### src/rtl/stopwatch_time_ctrl_pkg.sv
// -----------------------------------------------------------------------------
// stopwatch_time_ctrl_pkg
// Shared definitions for the stopwatch timebase slice:
//   - lap display state encodings
//   - digit maxima for units and tens digits
//   - nibble offsets of each digit inside the 24-bit BCD word {M1,M0,S1,S0,C1,C0}
// -----------------------------------------------------------------------------
package stopwatch_time_ctrl_pkg;

    typedef enum logic {
        s_LIVE = 1'b0,
        s_HOLD = 1'b1
    } lap_state_t;

    localparam logic [3:0] DIGIT_MAX_UNITS = 4'd9;
    localparam logic [3:0] DIGIT_MAX_TENS  = 4'd5;

    localparam int OFS_C0 = 0;
    localparam int OFS_C1 = 4;
    localparam int OFS_S0 = 8;
    localparam int OFS_S1 = 12;
    localparam int OFS_M0 = 16;
    localparam int OFS_M1 = 20;

endpackage

### src/rtl/stopwatch_time_ctrl_bcd_digit.sv
// -----------------------------------------------------------------------------
// stopwatch_bcd_digit
// One BCD digit of the time value, counting 0..P_MAX. Digits are chained as a
// ripple-enable: a digit advances only when its carry_in is high, which the
// previous stage raises only while every lower digit sits at its maximum.
// Ports:
//   clk        in   1  clock
//   rst        in   1  asynchronous active-high reset
//   clear      in   1  synchronous clear to 0 (wins over carry_in)
//   carry_in   in   1  advance enable
//   value      out  4  current digit value
//   carry_out  out  1  carry_in & (value == P_MAX)
// -----------------------------------------------------------------------------
module stopwatch_bcd_digit
    import stopwatch_time_ctrl_pkg::*;
#(
    parameter logic [3:0] P_MAX = DIGIT_MAX_UNITS
) (
    input  logic       clk,
    input  logic       rst,
    input  logic       clear,
    input  logic       carry_in,
    output logic [3:0] value,
    output logic       carry_out
);

    // ">=" rather than "==" so a corrupted (non-BCD) value falls back to 0
    // on its next advance instead of counting through illegal codes.
    always_ff @(posedge clk or posedge rst) begin
        if (rst) begin
            value <= 4'd0;
        end else if (clear) begin
            value <= 4'd0;
        end else if (carry_in) begin
            value <= (value >= P_MAX) ? 4'd0 : value + 4'd1;
        end
    end

    assign carry_out = carry_in & (value == P_MAX);

endmodule

### src/rtl/stopwatch_time_ctrl.sv
// -----------------------------------------------------------------------------
// stopwatch_time_ctrl
// Timebase and display sequencer for the stopwatch. Divides i_CLK down to a
// centisecond tick while i_ENABLE is high, advances a BCD MM:SS.CC value,
// captures/holds lap times and muxes live or lap time onto o_DIGITS.
//
// Lap FSM
//   state  | meaning
//   s_LIVE | o_DIGITS shows the running time
//   s_HOLD | o_DIGITS shows the frozen lap register, time keeps counting
//
// Ports:
//   i_CLK         in   1   system clock (sole domain)
//   i_RST         in   1   asynchronous active-high reset
//   i_ENABLE      in   1   count enable, level
//   i_CLEAR       in   1   synchronous clear of time, lap and overflow, level
//   i_LAP         in   1   debounced lap button, acts on rising edge
//   o_DIGITS      out  24  BCD {M1,M0,S1,S0,C1,C0}
//   o_LAP_ACTIVE  out  1   high while the lap value is displayed
//   o_OVERFLOW    out  1   sticky wrap flag past 59:59.99
//   o_CS_TICK     out  1   one-cycle pulse alongside each time advance
// -----------------------------------------------------------------------------
module stopwatch_time_ctrl
    import stopwatch_time_ctrl_pkg::*;
#(
    parameter int P_TICK_DIV = 10
) (
    input  logic        i_CLK,
    input  logic        i_RST,
    input  logic        i_ENABLE,
    input  logic        i_CLEAR,
    input  logic        i_LAP,
    output logic [23:0] o_DIGITS,
    output logic        o_LAP_ACTIVE,
    output logic        o_OVERFLOW,
    output logic        o_CS_TICK
);

    localparam int            PW       = (P_TICK_DIV > 1) ? $clog2(P_TICK_DIV) : 1;
    localparam logic [PW-1:0] PRESC_TC = PW'(P_TICK_DIV - 1);

    logic [PW-1:0] presc_q;
    logic          tick;
    logic [6:0]    carry;
    logic [3:0]    c0, c1, s0, s1, m0, m1;
    logic [23:0]   live_time;
    logic [23:0]   lap_reg;
    logic          lap_q;
    logic          lap_rise;
    logic          lap_load;
    lap_state_t    state_q, state_d;

    // Prescaler holds (not clears) while disabled so stop/start keeps phase.
    assign tick = i_ENABLE & (presc_q == PRESC_TC);

    always_ff @(posedge i_CLK or posedge i_RST) begin
        if (i_RST) begin
            presc_q <= '0;
        end else if (i_CLEAR || tick) begin
            presc_q <= '0;
        end else if (i_ENABLE) begin
            presc_q <= presc_q + PW'(1);
        end
    end

    // Digit chain; clear beats a coincident tick.
    assign carry[0] = tick & ~i_CLEAR;

    stopwatch_bcd_digit #(.P_MAX(DIGIT_MAX_UNITS)) u_c0 (
        .clk(i_CLK), .rst(i_RST), .clear(i_CLEAR), .carry_in(carry[0]), .value(c0), .carry_out(carry[1])
    );
    stopwatch_bcd_digit #(.P_MAX(DIGIT_MAX_UNITS)) u_c1 (
        .clk(i_CLK), .rst(i_RST), .clear(i_CLEAR), .carry_in(carry[1]), .value(c1), .carry_out(carry[2])
    );
    stopwatch_bcd_digit #(.P_MAX(DIGIT_MAX_UNITS)) u_s0 (
        .clk(i_CLK), .rst(i_RST), .clear(i_CLEAR), .carry_in(carry[2]), .value(s0), .carry_out(carry[3])
    );
    stopwatch_bcd_digit #(.P_MAX(DIGIT_MAX_TENS)) u_s1 (
        .clk(i_CLK), .rst(i_RST), .clear(i_CLEAR), .carry_in(carry[3]), .value(s1), .carry_out(carry[4])
    );
    stopwatch_bcd_digit #(.P_MAX(DIGIT_MAX_UNITS)) u_m0 (
        .clk(i_CLK), .rst(i_RST), .clear(i_CLEAR), .carry_in(carry[4]), .value(m0), .carry_out(carry[5])
    );
    stopwatch_bcd_digit #(.P_MAX(DIGIT_MAX_TENS)) u_m1 (
        .clk(i_CLK), .rst(i_RST), .clear(i_CLEAR), .carry_in(carry[5]), .value(m1), .carry_out(carry[6])
    );

    assign live_time[OFS_C0 +: 4] = c0;
    assign live_time[OFS_C1 +: 4] = c1;
    assign live_time[OFS_S0 +: 4] = s0;
    assign live_time[OFS_S1 +: 4] = s1;
    assign live_time[OFS_M0 +: 4] = m0;
    assign live_time[OFS_M1 +: 4] = m1;

    // carry[6] is the tick that takes 59:59.99 back to 00:00.00.
    always_ff @(posedge i_CLK or posedge i_RST) begin
        if (i_RST) begin
            o_OVERFLOW <= 1'b0;
            o_CS_TICK  <= 1'b0;
            lap_q      <= 1'b0;
        end else begin
            if (i_CLEAR) begin
                o_OVERFLOW <= 1'b0;
            end else if (carry[6]) begin
                o_OVERFLOW <= 1'b1;
            end
            o_CS_TICK <= tick & ~i_CLEAR;
            lap_q     <= i_LAP;
        end
    end

    // The edge flop keeps tracking during clear, so a button held through a
    // clear does not register as a new press afterwards.
    assign lap_rise = i_LAP & ~lap_q & ~i_CLEAR;

    always_ff @(posedge i_CLK or posedge i_RST) begin
        if (i_RST) begin
            state_q <= s_LIVE;
        end else begin
            state_q <= state_d;
        end
    end

    always_comb begin
        state_d  = state_q;
        lap_load = 1'b0;
        if (i_CLEAR) begin
            state_d = s_LIVE;
        end else if (lap_rise) begin
            case (state_q)
                s_LIVE: begin
                    state_d  = s_HOLD;
                    lap_load = 1'b1;
                end
                s_HOLD:  state_d = s_LIVE;
                default: state_d = s_LIVE;
            endcase
        end
    end

    // Captures the registered (pre-increment) time if a tick lands on the same edge.
    always_ff @(posedge i_CLK or posedge i_RST) begin
        if (i_RST) begin
            lap_reg <= '0;
        end else if (i_CLEAR) begin
            lap_reg <= '0;
        end else if (lap_load) begin
            lap_reg <= live_time;
        end
    end

    // Every source of the display mux is a flop, so o_DIGITS follows the
    // causing edge by one cycle with no extra pipeline stage.
    assign o_LAP_ACTIVE = (state_q == s_HOLD);
    assign o_DIGITS     = (state_q == s_HOLD) ? lap_reg : live_time;

endmodule

### config.mk
export PLATFORM = sky130hd
export DESIGN_NAME = stopwatch_time_ctrl
export DESIGN_NICKNAME = d
export VERILOG_FILES = /design/src/rtl/stopwatch_time_ctrl_pkg.sv /design/src/rtl/stopwatch_time_ctrl_bcd_digit.sv /design/src/rtl/stopwatch_time_ctrl.sv
export SDC_FILE = /design/constraint.sdc
export NUM_CORES = 1
export LEC_CHECK = 0
export CAP_MARGIN = 20
export CORE_ASPECT_RATIO = 0.75
export CORE_MARGIN = 2
export CORE_UTILIZATION = 64
export CTS_BUF_LIST = sky130_fd_sc_hd__clkbuf_8
export DETAILED_ROUTE_END_ITERATION = 7
export PLACE_DENSITY = 0.88
export SYNTH_ARGS = -nofsm -noshare
export SYNTH_HDL_FRONTEND = slang
export SYNTH_SLANG_ARGS = --single-unit
export TNS_END_PERCENT = 1
### constraint.sdc
create_clock -name i_CLK -period 5.31 [get_ports i_CLK]
set_input_delay 1.062 -clock i_CLK [delete_from_list [all_inputs] [get_ports i_CLK]]
set_output_delay 1.062 -clock i_CLK [all_outputs]
set_load 0.02 [all_outputs]
==> results.yml, run 1 <==
timing:
  holdWs_ns: 0.529
  report.final.hold_viol_count: 0
  tns_ns: 0
  fin_ws_ns: 1.92
  tightest_slew_ns: 1.06
  max_clock_freq_mhz: 295
  slew_headroom_pct: 29.0
  finalCritPeriodShare_pct: 63.8
  rsz0062_at_grt: "no"
  drv_slew: 0
  post-route-min-period_ns: 3.39
  clock_skew_ns: 0.0101
  setup_violations: 0
detailed_routing:
  drc_errors: 0
  drt-initial-drc-count: 177
  post_drt_wl_per_cell_um: 15.2
  wl_mm: 6.47
  routed-via-count: 2463
  antenna_left: 0
  vias_per_cell: 5.78
  drt_pass1_iterations: 4
yosys:
  yosysUniqueCellTypes: 44
  yosys_warnings: 0
  synth_edf_count: 0
  seq_area_frac_synth_pct: 44.3
  ys.flop_type: "dfrtp_1"
  synth.avg_cell_area_um2: 9.28
  synth_nets: 366
  ys_ff_latch: 56
  async_flop_share_pct: 100
  syn_inst: 341
  synth_area_um2: 3170
global_route:
  antenna_found_initial: 0
  grt_usage_pct: 25.8
  grt_pass1_wl_mm: 11.3
  grt_pass1_vias: 2415
  gr-total-overflow: 0
  grt_max_degree: 47
setup_path:
  path_cells: "clkdlybuf4s50_1 > nor4_4 > nand3_4 > or4b_1 > a21oi_1"
  start_kind: "input pin"
  path_max_fanout: 31
  crit_required_ns: 5.55
  critPathKind: "in2reg"
  cp_num_buf_inv: 1
  cp_top_family: "simple AND/OR/NAND/NOR gates"
  end_kind: "register"
  slowest_stage: "clkdlybuf4s50_1"
  cp.arrival_ns: 3.63
  cpPeakStageDelay_ns: 0.96
clock_tree:
  cts-htree-levels: 2
  cts_tree: "built"
  clk_path_buf_depth: 2
  cts_resized: 0
  clk_latency_ns: 0.31
  path_clk_slew_ns: 0.10
  cts_hold_buf: 0
  cts_buffers: 5
  clkSinkCount: 56
  postCtsSetupRepairBufs: 0
  cts_root_buf: "clkbuf_8"
placed_design:
  port_buffers: 31
  place_ws_ns: 1.62
  post_dp_cell_area_um2: 3510
  gp_congestion: 0.839
  hpwlAfterDp_mm: 4.35
floorplanning:
  die_h_um: 64.9
  num_rows: 22
  fp.dieW_um: 85.2
  die_area_um2: 5530
  coreArea_um2: 4820
  io_pins: 32
  initial_utilization_pct: 65.7
power:
  leakagePower_nw: 1.57
  power_mw: 0.760
  ir_worst_vdd_mv: 0.159
  cellPowerDensity_nw_per_um2: 210
run_status:
  status: "complete, no violations"
worst_hold_path:
  hp-class: "reg2reg"
finish:
  fin_nets: 390
  final_area_um2: 3620
  syn_to_final_growth_pct: 14.3
  drive_gt1_share_pct: 9.56
  diodes: 0
  largest_reg_flops: 24
job:
  drv_cap: 0
==> cell type report <==
class                   count  area [um2]
flip-flops and latches     56        1400
multi-input cells         248        1620
inverters                  19        71.3
fillers                   341        1200
clock buffers               5        68.8
clock inverters             3        38.8
well taps                  60        75.1
repair buffers             35         340
==> cells by family (layout without fill, tap and decap cells) <==
group / Yosys count / after routing / synth area share (%)
buffers and inverters: 37 / 62 / 4.62
AO/OA/AOI/OAI: 78 / 78 / 13.8
AND/OR/NAND/NOR: 132 / 132 / 23.3
multiplexers: 14 / 14 / 4.94
flip-flops: 56 / 56 / 44.3
XOR/XNOR: 4 / 4 / 1.11
adder cells (fa/ha/maj): 20 / 20 / 7.91
==> placed cells by master (no fill, tap or decap), types with 3 or more instances in the layout <==
| cell type | n |
|---|---|
| o21ai_0 | 50 |
| ha_1 | 20 |
| buf_4 | 4 |
| nand3_1 | 4 |
| a211oi_1 | 4 |
| dfrtp_1 | 56 |
| a21oi_1 | 11 |
| nand2b_1 | 28 |
| inv_1 | 19 |
| clkbuf_8 | 5 |
| or3b_2 | 3 |
| nand2_1 | 54 |
| mux2_2 | 13 |
| nor2_1 | 13 |
| nand3b_1 | 4 |
| clkdlybuf4s50_1 | 31 |
| or3_1 | 6 |
==> synth_stat cells (3+ instances only) <==
cell type	number	area (um2)
nand2b_1	28	175
ha_1	20	250
nor2_1	13	48.8
o21ai_0	50	250
nand3_1	4	20.0
dfrtp_1	56	1400
a211oi_1	4	30.0
or3_1	6	37.5
clkbuf_1	17	63.8
nand3b_1	4	30.0
inv_1	19	71.3
nand2_1	54	203
mux2_2	13	146
a21oi_1	11	55.1
or3b_2	3	26.3
==> per-stage QoR <==
stage               cells  util, %
global route          426     75.1
finish                426     75.1
floorplan             341        -
global placement      418     72.9
CTS                   426     75.1
detailed placement    418     72.9
==> worst min-delay path: stages, from the launching register on <==
cell and delay [ns]:
dfrtp_1 0.40, inv_1 0.05, a21oi_1 0.05
==> worst paths after layout <==
| kind | start | endpoint | slack, ns | depth (start not counted) |
|---|---|---|---|---|
| min | o_OVERFLOW | o_OVERFLOW | 0.53 | 2 |
| min in group asynchronous | i_RST | lap_reg[1] | 0.97 | 2 |
| max | i_CLEAR | u_m1.value[2] | 1.92 | 5 |
| min reg2reg | o_OVERFLOW | o_OVERFLOW | 0.53 | 2 |
| max in group asynchronous | i_RST | lap_reg[19] | 3.51 | 3 |
| max reg2reg | presc_q[1] | u_m1.value[2] | 2.95 | 7 |
==> layer usage <==
metal	track usage, %	wire (um)	up-vias
li1	-	-	1213
met1	37.8	3100	1195
met2	39.9	3060	49
met3	4.33	256	6
met4	7.14	51	0
met5	0	0	-
==> report_power, final <==
| group | internal, mW | switching [mW] |
|---|---|---|
| registers | 0.429 | 0.00415 |
| logic | 0.0164 | 0.0321 |
| clock network | 0.138 | 0.140 |
(Power assumes the default switching activity.)
==> run 2: changes to the inputs <==
--- a/config.mk
+++ b/config.mk
@@ -8,10 +8,10 @@
 export CAP_MARGIN = 20
 export CORE_ASPECT_RATIO = 0.75
 export CORE_MARGIN = 2
-export CORE_UTILIZATION = 64
+export CORE_UTILIZATION = 59
 export CTS_BUF_LIST = sky130_fd_sc_hd__clkbuf_8
 export DETAILED_ROUTE_END_ITERATION = 7
-export PLACE_DENSITY = 0.88
+export PLACE_DENSITY = 0.82
 export SYNTH_ARGS = -nofsm -noshare
 export SYNTH_HDL_FRONTEND = slang
 export SYNTH_SLANG_ARGS = --single-unit
==> constraint.sdc (replaced) <==
create_clock -name i_CLK -period 3.51 [get_ports i_CLK]
set_input_delay 0.702 -clock i_CLK [delete_from_list [all_inputs] [get_ports i_CLK]]
set_output_delay 0.702 -clock i_CLK [all_outputs]
set_load 0.02 [all_outputs]
==> run 2 against run 1 <==
Compared with the run above:
- clock-buffer cell count increased by 1
- power increased by 43%
- global-route usage decreased by 3.6 points
- first-iteration DRC count increased by 15%
- via count decreased by 2.2%
- clock skew decreased by 0.0034 ns
- final area increased by 0.45%
- sequential share of layout area decreased by 0.17 points
- highest routed layer unchanged
- final cell count increased by 4.0%
- sequential power increased by 51%
- critical path depth decreased by 2
- core utilization decreased by 6.1 points
- largest power group unchanged
==> results.yml, run 2 (synthesis gave the netlist of run 1 again) <==
timing:
  finalCritPeriodShare_pct: 82.7
  slew_headroom_pct: 53.4
  rsz0062_at_grt: "no"
  tightest_slew_ns: 0.699
  clock_skew_ns: 0.00671
  setup_violations: 0
  tns_ns: 0
  post-route-min-period_ns: 2.90
  drv_slew: 0
  max_clock_freq_mhz: 345
  report.final.hold_viol_count: 0
  holdWs_ns: 0.538
detailed_routing:
  routed-via-count: 2409
  wl_mm: 6.17
  post_drt_wl_per_cell_um: 13.9
  drc_errors: 0
  drt_pass1_iterations: 4
  vias_per_cell: 5.44
  drt-initial-drc-count: 203
  antenna_left: 0
clock_tree:
  cts-htree-levels: 2
  cts_buffers: 5
  cts_hold_buf: 0
  clk_latency_ns: 0.31
  cts_resized: 0
  cts_tree: "built"
  postCtsSetupRepairBufs: 0
  path_clk_slew_ns: 0.10
  clkSinkCount: 56
  cts_root_buf: "clkbuf_8"
  clk_path_buf_depth: 2
finish:
  drive_gt1_share_pct: 9.78
  syn_to_final_growth_pct: 14.8
  fin_cells: 443
  diodes: 0
  post-route-util_pct: 69.0
  final_common_cell: "dfrtp_1"
  final_cell_mix: "dfrtp_1, nand2_1, o21ai_0, clkdlybuf4s50_1, nand2b_1"
  largest_reg_flops: 24
  fin_nets: 392
global_route:
  grt_max_degree: 57
  grt_usage_pct: 22.2
  gr-total-overflow: 0
  grt_pass1_vias: 2256
  grt_pass1_wl_mm: 10.4
  antenna_found_initial: 0
power:
  ir_worst_vdd_mv: 0.182
  cellPowerDensity_nw_per_um2: 299
  leakagePower_nw: 1.57
  power_mw: 1.09
run_status:
  status: "complete, no violations"
placed_design:
  hpwlAfterDp_mm: 4.18
  port_buffers: 31
  gp_congestion: 0.792
  dp_cells: 435
floorplanning:
  coreArea_um2: 5270
  die_h_um: 67.4
  fp.dieW_um: 88.6
  die_area_um2: 5970
  io_pins: 32
  num_rows: 23
  initial_utilization_pct: 60.1
worst_hold_path:
  hp-class: "reg2reg"
  min_from: "o_OVERFLOW"
setup_path:
  cp-startpoint: "o_LAP_ACTIVE"
  r2r-start: "presc_q[1]"
  cp.arrival_ns: 2.20
  critPathKind: "reg2out"
  start_kind: "register"
  crit_required_ns: 2.81
  path_max_fanout: 29
  end_kind: "output pin"
job:
  drv_cap: 0
run 2: cell types whose count changed in the layout (fill, tap and decap cells not counted), sizes merged:
cell	previous run	this run
bufinv	1	0
clkinv	1	0
buf	4	6
clkbuf	5	6
inv	20	21
run 2: cell type report:
class	count	area [um2]
clock buffers	6	82.6
clock inverters	2	7.51
fillers	410	1630
inverters	19	71.3
multi-input cells	248	1620
flip-flops and latches	56	1400
well taps	75	93.8
repair buffers	37	355
run 2: per-layer routing:
metal	up-vias	global-route usage, %	wire length (um)
met5	-	0	0
met4	0	5.30	51
met3	6	4.03	186
li1	1219	-	-
met2	33	35.0	2820
met1	1151	32.3	3120
run 2: path summary, 6_finish.rpt:
path / to / slack (ns) / cells after the start
max: o_DIGITS[15] / 0.61 / 3
min: o_OVERFLOW / 0.54 / 2
max reg2reg: u_m1.value[2] / 1.23 / 7
min reg2reg: o_OVERFLOW / 0.54 / 2
max in group asynchronous: lap_reg[3] / 2.14 / 3
min in group asynchronous: presc_q[2] / 0.90 / 3
run 2: power by group:
group	internal, mW	switching, mW
logic	0.0253	0.0472
clock network	0.156	0.203
registers	0.649	0.00642
run 2: per-stage QoR:
step                      setup slack (ns)  instance area [um2]
final                                0.608                 3630
after CTS                            0.579                 3630
after global placement               0.555                 3540
after floorplan                       1.24                 3170
after detailed placement             0.513                 3540
after global routing                 0.497                 3630
run 2: worst max-delay path: stages, from the launching register on:
cell and delay [ns]:
dfrtp_1 0.57, buf_4 0.38, mux2_2 0.38, clkdlybuf4s50_1 0.55
==> run 3: changes to the inputs <==
==> constraint.sdc (replaced) <==
create_clock -name i_CLK -period 2.8 [get_ports i_CLK]
set_input_delay 0.56 -clock i_CLK [delete_from_list [all_inputs] [get_ports i_CLK]]
set_output_delay 0.56 -clock i_CLK [all_outputs]
set_load 0.02 [all_outputs]
==> run 3 against run 2 <==
Compared with the run above:
- sequential share of layout area shrank 0.82 points
- final area rose by 2.2%
- global-route usage grew 1.3 points
- hold slack worse by 0.0080 ns
- worst setup slack got worse by 0.50 ns
- clock skew shrank 0.00091 ns
- sequential power is 25% higher
- power up 34%
- combinational power rose by 36%
- wire length is 5.6% higher
- non-clock buffer count grew 6
- critical endpoint unchanged
- highest routed layer unchanged
==> results.yml, run 3 (synthesis gave the netlist of run 1 again) <==
run_status:
  status: "complete, no violations"
finish:
  drive_gt1_share_pct: 11.8
  final_cell_mix: "dfrtp_1, nand2_1, o21ai_0, clkdlybuf4s50_1, nand2b_1"
  fin_cells: 449
  final_area_um2: 3710
  post-route-util_pct: 70.5
  diodes: 0
  final_common_cell: "dfrtp_1"
  syn_to_final_growth_pct: 17.3
  fin_nets: 398
  largest_reg_flops: 24
detailed_routing:
  antenna_left: 0
  routed-via-count: 2458
  post_drt_wl_per_cell_um: 14.5
  drt_pass1_iterations: 4
  drt-initial-drc-count: 121
  drc_errors: 0
  vias_per_cell: 5.47
  wl_mm: 6.52
clock_tree:
  cts_root_buf: "clkbuf_8"
  clkSinkCount: 56
  clk_path_buf_depth: 2
  cts_resized: 0
  clk_latency_ns: 0.31
  cts_hold_buf: 0
  cts_tree: "built"
  cts-htree-levels: 2
  postCtsSetupRepairBufs: 0
  cts_buffers: 5
  path_clk_slew_ns: 0.10
timing:
  rsz0062_at_grt: "no"
  post-route-min-period_ns: 2.69
  fin_ws_ns: 0.107
  holdWs_ns: 0.530
  tns_ns: 0
  finalCritPeriodShare_pct: 96.2
  max_clock_freq_mhz: 371
  drv_slew: 0
  setup_violations: 0
  slew_headroom_pct: 64.0
  report.final.hold_viol_count: 0
  tightest_slew_ns: 0.535
  clock_skew_ns: 0.00580
placed_design:
  post_dp_cell_area_um2: 3600
  port_buffers: 31
  dp_cells: 441
  gp_congestion: 0.806
  hpwlAfterDp_mm: 4.54
  place_ws_ns: 0.157
floorplanning:
  die_h_um: 67.4
  die_area_um2: 5970
  coreArea_um2: 5270
  fp.dieW_um: 88.6
  initial_utilization_pct: 60.1
  num_rows: 23
  io_pins: 32
global_route:
  grt_pass1_vias: 2371
  antenna_found_initial: 0
  grt_usage_pct: 23.5
  grt_pass1_wl_mm: 10.9
  grt_max_degree: 45
  gr-total-overflow: 0
power:
  ir_worst_vdd_mv: 0.286
  leakagePower_nw: 1.61
  cellPowerDensity_nw_per_um2: 393
  power_mw: 1.46
setup_path:
  path_max_fanout: 20
  critPathKind: "reg2out"
  crit_required_ns: 2.24
  cp.arrival_ns: 2.13
  end_kind: "output pin"
  start_kind: "register"
  rrSetupSlack_ns: 0.54
job:
  drv_cap: 0
worst_hold_path:
  hp-class: "reg2reg"
==> run 3: worst max-delay path: stages, from the launching register on <==
cell and delay, ns:
dfrtp_1 0.59, buf_4 0.32, mux2_2 0.37, clkdlybuf4s50_1 0.54
==> run 3: cell type report <==
| class | instances | area, um2 |
|---|---|---|
| sequential | 56 | 1400 |
| fill | 397 | 1550 |
| inverter | 19 | 71.3 |
| clock buffer | 5 | 68.8 |
| tap | 75 | 93.8 |
| clock inverter | 3 | 42.5 |
| timing repair buffer | 43 | 413 |
| multi-input combinational | 248 | 1620 |
==> run 3: worst paths after layout <==
check	start	endpoint	cells past startpoint
max	o_LAP_ACTIVE	o_DIGITS[15]	3
min	o_OVERFLOW	o_OVERFLOW	2
max reg2reg	u_s0.value[1]	u_m1.value[2]	7
min reg2reg	o_OVERFLOW	o_OVERFLOW	2
max in group asynchronous	i_RST	lap_reg[22]	3
min in group asynchronous	i_RST	lap_reg[12]	2
==> run 3: layer usage <==
layer	global-route usage (%)	wire length, um	vias up
met4	5.68	41	0
met2	38.3	3060	43
li1	-	-	1216
met5	0	0	-
met1	33.1	3190	1195
met3	4.03	220	4
==> run 3: power breakdown <==
group / leakage [nW] / switching, mW / internal [mW]
Clock: 0.0541 / 0.275 / 0.265
Combinational: 0.776 / 0.0613 / 0.0370
Sequential: 0.778 / 0.00800 / 0.813
